[src/rtl/uart_tx_if.sv]
// Byte handshake between the core and the UART transmitter.
// The core is the master and the transmitter FIFO is the slave.
interface uart_tx_if;
  logic [7:0] tx_data;
  logic       tx_valid;
  logic       tx_ready;

  modport master (output tx_data, output tx_valid, input tx_ready);
  modport slave  (input tx_data, input tx_valid, output tx_ready);
endinterface

[src/rtl/uart_tx.sv]
// 8N1 UART transmitter fed by a small power-of-two FIFO.
// Frames run back to back whenever the FIFO holds data at the end of a stop bit.
module uart_tx #(
  parameter int Clock = 50,
  parameter int Baud  = 115200,
  parameter int Depth = 4
) (
  input  logic                     clk,
  input  logic                     rst,
  uart_tx_if.slave                 up,
  output logic                     tx,
  output logic                     busy,
  output logic [$clog2(Depth):0]   fifo_level
);

  localparam int BIT_CYCLES = (Clock * 1000000) / Baud;
  localparam int CNT_W      = ($clog2(BIT_CYCLES) < 1) ? 1 : $clog2(BIT_CYCLES);
  localparam int PTR_W      = $clog2(Depth);
  localparam int LVL_W      = PTR_W + 1;
  localparam logic [CNT_W-1:0] CNT_LAST = CNT_W'(BIT_CYCLES - 1);
  localparam logic [LVL_W-1:0] LVL_FULL = LVL_W'(Depth);

  typedef enum logic [1:0] {IDLE, START, DATA, STOP} state_e;

  state_e           state_q, state_d;
  logic [CNT_W-1:0] bit_cnt_q, bit_cnt_d;
  logic [2:0]       bit_idx_q, bit_idx_d;
  logic [7:0]       shreg_q, shreg_d;
  logic             tx_q, tx_d;
  logic [PTR_W-1:0] wr_ptr_q, wr_ptr_d;
  logic [PTR_W-1:0] rd_ptr_q, rd_ptr_d;
  logic [LVL_W-1:0] level_q, level_d;
  logic [7:0]       fifo_mem_q [Depth];

  logic push;
  logic pop;

  // No pop-bypass: a full FIFO refuses a byte even on a pop edge.
  assign up.tx_ready = !rst && (level_q != LVL_FULL);
  assign push        = up.tx_valid && up.tx_ready;

  assign tx         = tx_q;
  assign busy       = (state_q != IDLE) || (level_q != '0);
  assign fifo_level = level_q;

  always_comb begin
    state_d   = state_q;
    bit_cnt_d = bit_cnt_q;
    bit_idx_d = bit_idx_q;
    shreg_d   = shreg_q;
    tx_d      = tx_q;
    pop       = 1'b0;
    unique case (state_q)
      IDLE: begin
        tx_d = 1'b1;
        if (level_q != '0) begin
          pop       = 1'b1;
          shreg_d   = fifo_mem_q[rd_ptr_q];
          bit_cnt_d = '0;
          state_d   = START;
          tx_d      = 1'b0;
        end
      end
      START: begin
        if (bit_cnt_q == CNT_LAST) begin
          bit_cnt_d = '0;
          bit_idx_d = '0;
          state_d   = DATA;
          tx_d      = shreg_q[0];
        end else begin
          bit_cnt_d = bit_cnt_q + CNT_W'(1);
        end
      end
      DATA: begin
        if (bit_cnt_q == CNT_LAST) begin
          bit_cnt_d = '0;
          shreg_d   = shreg_q >> 1;
          if (bit_idx_q == 3'd7) begin
            state_d = STOP;
            tx_d    = 1'b1;
          end else begin
            bit_idx_d = bit_idx_q + 3'd1;
            tx_d      = shreg_q[1];
          end
        end else begin
          bit_cnt_d = bit_cnt_q + CNT_W'(1);
        end
      end
      STOP: begin
        if (bit_cnt_q == CNT_LAST) begin
          bit_cnt_d = '0;
          // Chain straight into the next start bit when more data is queued.
          if (level_q != '0) begin
            pop     = 1'b1;
            shreg_d = fifo_mem_q[rd_ptr_q];
            state_d = START;
            tx_d    = 1'b0;
          end else begin
            state_d = IDLE;
            tx_d    = 1'b1;
          end
        end else begin
          bit_cnt_d = bit_cnt_q + CNT_W'(1);
        end
      end
      default: state_d = IDLE;
    endcase
    wr_ptr_d = wr_ptr_q + PTR_W'(push);
    rd_ptr_d = rd_ptr_q + PTR_W'(pop);
    level_d  = level_q + LVL_W'(push) - LVL_W'(pop);
  end

  always_ff @(posedge clk) begin
    if (rst) begin
      state_q   <= IDLE;
      bit_cnt_q <= '0;
      bit_idx_q <= '0;
      tx_q      <= 1'b1;
      wr_ptr_q  <= '0;
      rd_ptr_q  <= '0;
      level_q   <= '0;
    end else begin
      state_q   <= state_d;
      bit_cnt_q <= bit_cnt_d;
      bit_idx_q <= bit_idx_d;
      tx_q      <= tx_d;
      wr_ptr_q  <= wr_ptr_d;
      rd_ptr_q  <= rd_ptr_d;
      level_q   <= level_d;
    end
    shreg_q <= shreg_d;
    if (push) fifo_mem_q[wr_ptr_q] <= up.tx_data;
  end

endmodule

[src/flat_wrapper.sv]
// flat-port wrapper written by rule: the top's interface ports become plain ports
module uart_tx_flat 
#(
  parameter int Clock = 50,
  parameter int Baud  = 115200,
  parameter int Depth = 4
)
  (clk, rst, tx, busy, fifo_level, up_tx_data, up_tx_valid, up_tx_ready);
  uart_tx_if up_i ();
  input  logic clk;
  input  logic rst;
  output logic tx;
  output logic busy;
  output logic [$clog2(Depth):0] fifo_level;
  input wire logic [$bits(up_i.tx_data)-1:0] up_tx_data;
  input wire logic [$bits(up_i.tx_valid)-1:0] up_tx_valid;
  output wire logic [$bits(up_i.tx_ready)-1:0] up_tx_ready;
  assign up_i.tx_data = up_tx_data;
  assign up_i.tx_valid = up_tx_valid;
  assign up_tx_ready = up_i.tx_ready;
  uart_tx #(.Clock(Clock), .Baud(Baud), .Depth(Depth)) u_core (.clk(clk), .rst(rst), .up(up_i), .tx(tx), .busy(busy), .fifo_level(fifo_level));
endmodule
[config.mk]
export PLATFORM = sky130hd
export DESIGN_NAME = uart_tx_flat
export DESIGN_NICKNAME = d
export VERILOG_FILES = /design/src/rtl/uart_tx_if.sv /design/src/rtl/uart_tx.sv /design/src/flat_wrapper.sv
export SDC_FILE = /design/constraint.sdc
export NUM_CORES = 1
export LEC_CHECK = 0
export BUFFER_PORTS_ARGS = -buffer_cell sky130_fd_sc_hd__buf_2
export CAP_MARGIN = 20
export CORE_ASPECT_RATIO = 1.1
export CORE_MARGIN = 2
export CORE_UTILIZATION = 54
export DETAILED_ROUTE_END_ITERATION = 10
export GPL_TIMING_DRIVEN = 1
export PLACE_DENSITY = 0.75
export SLEW_MARGIN = 10
export SYNTH_ARGS = -nofsm -noshare
export SYNTH_HDL_FRONTEND = slang
export SYNTH_SLANG_ARGS = --single-unit
[constraint.sdc]
create_clock -name clk -period 2.36 [get_ports clk]
set_clock_uncertainty 0.05 [all_clocks]
set_input_delay 0.59 -clock clk [delete_from_list [all_inputs] [get_ports clk]]
set_output_delay 0.59 -clock clk [all_outputs]
set_load 0.005 [all_outputs]
==> summary.md <==
| Metric | Value |
|---|---|
| Pin count of the biggest net entering global routing | `24` |
| Setup CP Type | `reg2reg` |
| Leakage | `~0.0013 uW` |
| Starting utilization of the core area | `around 56%` |
| Overall via count from detail_route | `approximately 1800` |
| Vertical die dimension | `79.3 um` |
| Post-route setup slack | `-0.111 ns` |
| Most area-hungry cell type in the Yosys netlist | `edfxtp_1` |
| Fin cells | `~330` |
| Most frequent cells after synthesis | `40 x edfxtp_1, 22 x dfxtp_1, 22 x nor2_1` |
| Cell chosen for the clock root | `clkbuf_8` |
| Leading cell types by total area after synthesis | `edfxtp_1 43%, dfxtp_1 16%, mux4_2 6.5%` |
| Global-route wire length before repair | `8220 um` |
| Count of final max-slew check failures | `0` |
| Average cell area after synthesis | `between 10 and 15 um2` |
| Detailed-route wire length per cell | `15.3 um` |
| DPL Wire Length | `about 3400 um` |
| Status | `complete, but fails checks` |
| Worst endpoint data arrival time | `2.63 ns` |
| Failing checks | `negative setup slack` |
| Reg-to-reg critical path endpoint | `u_core.fifo_level[2]$_SDFF_PP0_` |
| Final hold vios | `0` |
| Launch instance of the worst register-to-register path | `u_core.bit_cnt_q[1]$_SDFFE_PP0N_` |
| Cts-stage hold buffer count | `0` |
| Overall die area | `5750 um2` |
| Actual transition at the worst max-transition pin | `between 0.4 and 0.5 ns` |
| First-pass DRT Iterations | `4` |
| Worst hold slack | `0.407 ns` |
| Via count of the first global-routing pass | `1810` |
| Violation count after the first detailed-routing iteration | `92` |
| Synthesis Warnings | `0` |
| Top achievable clock speed | `just over 400 MHz` |
| Maximum Capacitance Violations | `0` |
| Global-route congestion overflow total | `0` |
| Pre-CTS worst setup slack | `-0.143 ns` |
| Number of antenna violations at the first check in global routing | `0` |
| Cell chain of the critical path | `inv_2 > ha_4 > and4b_2 > and2_4 > a21oi_2 > nor3_2 > ha_1 > inv_1 > ha_2 > inv_2 > fa_2 > xor2_1 > xnor2_1 > nor2_1` |
| Ratio of total power to cell area | `1110 nW/um2` |
| Unrepaired setup endpoints after global routing | `yes` |
| Top delay family on crit path | `adder cells` |
| Cells after DPL | `307` |
| Largest fanout of any net on the critical path | `2` |
| Sum of negative setup slack | `-0.111 ns` |
| Worst min-delay path startpoint | `u_core.tx$_SDFFE_PP1P_` |
| Most frequent cell on the critical path | `inv_2` |
| Filler instances | `approximately 370` |
| Count leader, synth | `edfxtp_1` |
| Number of distinct standard cells referenced by the synthesized netlist | `42` |
| Total wire length | `4960 um` |
| I/O Buffers | `16` |
| FF-to-FF path depth | `14` |
| Part of the cycle the worst path needs | `105%` |
| Count of state elements after synthesis | `62` |
| Number of nets at the end of the flow | `between 200 and 300` |
| Peak supply drop | `about 0.86 mV` |
| Post-synth net total | `approximately 240` |
| Synthesized cell area | `2790 um2` |
| Clk slew on worst S/H paths | `around 0.07 ns` |
| CTS tree | `built` |
| Fraction of layout cells with a size suffix above 1 | `between 30% and 40%` |
| Most common flop cell mapped by yosys | `edfxtp_1` |
| Routed vias/inst | `~5.6` |
| Post-layout minimum cycle time | `between 2 and 2.5 ns` |
| CTS Buf Count | `9` |
| Synth-to-layout area growth | `19.9%` |
| # H-tree levels | `3` |
| Area share of the leading cell type in the synthesized netlist | `a little over two fifths` |
| Area of the core | `about 5000 um2` |
| Number of antenna repair diodes | `0` |
| Bufs and invs on worst path | `3` |
| Overall routing resource usage | `roughly a fifth` |
| Hold EP | `u_core.tx$_SDFFE_PP1P_` |
| DRC errors left | `0` |
| Global placement routability congestion | `approximately 0.83` |
| Core Rows | `27` |
| I/O pins | `17` |
| Final total power | `3690 uW` |
| CP peak stage delay | `approximately 0.34 ns` |
| Skew-Pair Late Insertion Delay | `~0.33 ns` |
| Fraction of the yosys area taken by sequential cells | `58.9%` |
| Count of nets left with antenna violations after detail routing | `0` |
| Startpoint class of the critical path | `flip-flop` |
| X dimension of the die | `between 70 and 80 um` |
| Proportion of synthesized flip-flops having asynchronous set or reset | `0%` |
| Buffers from clock root to sink, at most | `2` |
| Worst Hold Depth | `1` |
| R2r setup slk | `-0.11 ns` |
| Finish-stage setup viols | `1` |
| Slew margin rel. | `between 60% and 70%` |
| Required arrival time at the worst endpoint | `~2.5 ns` |
| Critical-path top delay cell | `dfxtp_2` |
| Number of synthesized flops with an enable pin | `40` |
| Worst Setup End Kind | `flip-flop` |
| Clock sink total | `62` |
| Synthesized netlist cell count | `around 210` |
| Hold crit path type | `reg2reg` |
[per-layer routing]
metal	track usage [%]	vias up	routed length [um]
met5	0	-	0
met2	32.7	37	2550
met3	6.09	5	223
met1	24.1	869	2140
li1	-	899	-
met4	5.56	0	45
[registers in the layout, summed over array words and instances, names as in the netlist, 2 cells and up]
signal,count
u_core.state_q,2
u_core.wr_ptr_q,2
u_core.bit_cnt_q,9
u_core.shreg_q,8
u_core.fifo_level,3
u_core.bit_idx_q,3
u_core.fifo_mem_q,32
u_core.rd_ptr_q,2
[metrics by stage]
step / cell area (um2) / util [%]
3_5_place_dp: 3130 / 62.6
4_1_cts: 3310 / 66.2
5_1_grt: 3340 / 66.8
6_report: 3340 / 66.8
2_1_floorplan: 2800 / -
3_3_place_gp: 3130 / 62.6
[worst max-delay path by stage]
stage,cells after the start,startpoint,endpoint,slack (ns)
after floorplan,14,u_core.bit_cnt_q[1]$_SDFFE_PP0N_,u_core.fifo_level[2]$_SDFF_PP0_,-0.12
after global placement,14,u_core.bit_cnt_q[1]$_SDFFE_PP0N_,u_core.fifo_level[2]$_SDFF_PP0_,-0.06
after detailed placement,14,u_core.bit_cnt_q[1]$_SDFFE_PP0N_,u_core.fifo_level[2]$_SDFF_PP0_,-0.14
after CTS,14,u_core.bit_cnt_q[1]$_SDFFE_PP0N_,u_core.fifo_level[2]$_SDFF_PP0_,-0.11
after global routing,14,u_core.bit_cnt_q[1]$_SDFFE_PP0N_,u_core.fifo_level[2]$_SDFF_PP0_,-0.19
final,14,u_core.bit_cnt_q[1]$_SDFFE_PP0N_,u_core.fifo_level[2]$_SDFF_PP0_,-0.11
[final cells by class]
cell class	instances	area, um2	area share [%]
clock inverters	7	51.3	1.54
clock buffers	9	124	3.71
repair buffers	47	313	9.37
multi-input cells	134	1100	33.0
inverters	8	30.0	0.900
flip-flops and latches	62	1650	49.3
well taps	58	72.6	2.17
[power breakdown]
part | internal, uW | leakage, uW | switching (uW)
clock network | 381 | 0.0000852 | 427
registers | 1380 | 0.000550 | 111
logic | 697 | 0.000660 | 695
total | 2460 | 0.00130 | 1230
[cell usage in the layout (no fill, tap or decap), types with 4 or more instances in the layout]
cell type,instances
ha_1,12
nand2_1,6
a22o_1,7
mux2i_1,6
inv_1,5
a21oi_1,6
nand3_1,4
mux4_2,8
nor2b_1,6
dfxtp_1,19
and3_1,4
clkbuf_8,9
buf_2,16
a311oi_1,4
edfxtp_1,40
nor2_1,22
nor3_1,6
buf_4,31
[timing repair]
action                                  in CTS  in global routing
pin swaps                                    4                  0
endpoints found under the setup margin       2                  3
resized for setup                            0                  6
setup buffers                                1                  1
[kinds of logic (layout without fill, tap and decap cells)]
family	Yosys count	after routing	share of synthesized area [%]
flops	62	62	58.9
compound gates	34	34	8.85
simple gates	67	67	12.7
fa+ha+maj	15	15	7.01
mux	14	14	8.63
xor+xnor	4	4	1.26
buf+inv	17	71	2.65
(Power assumes the default switching activity.)
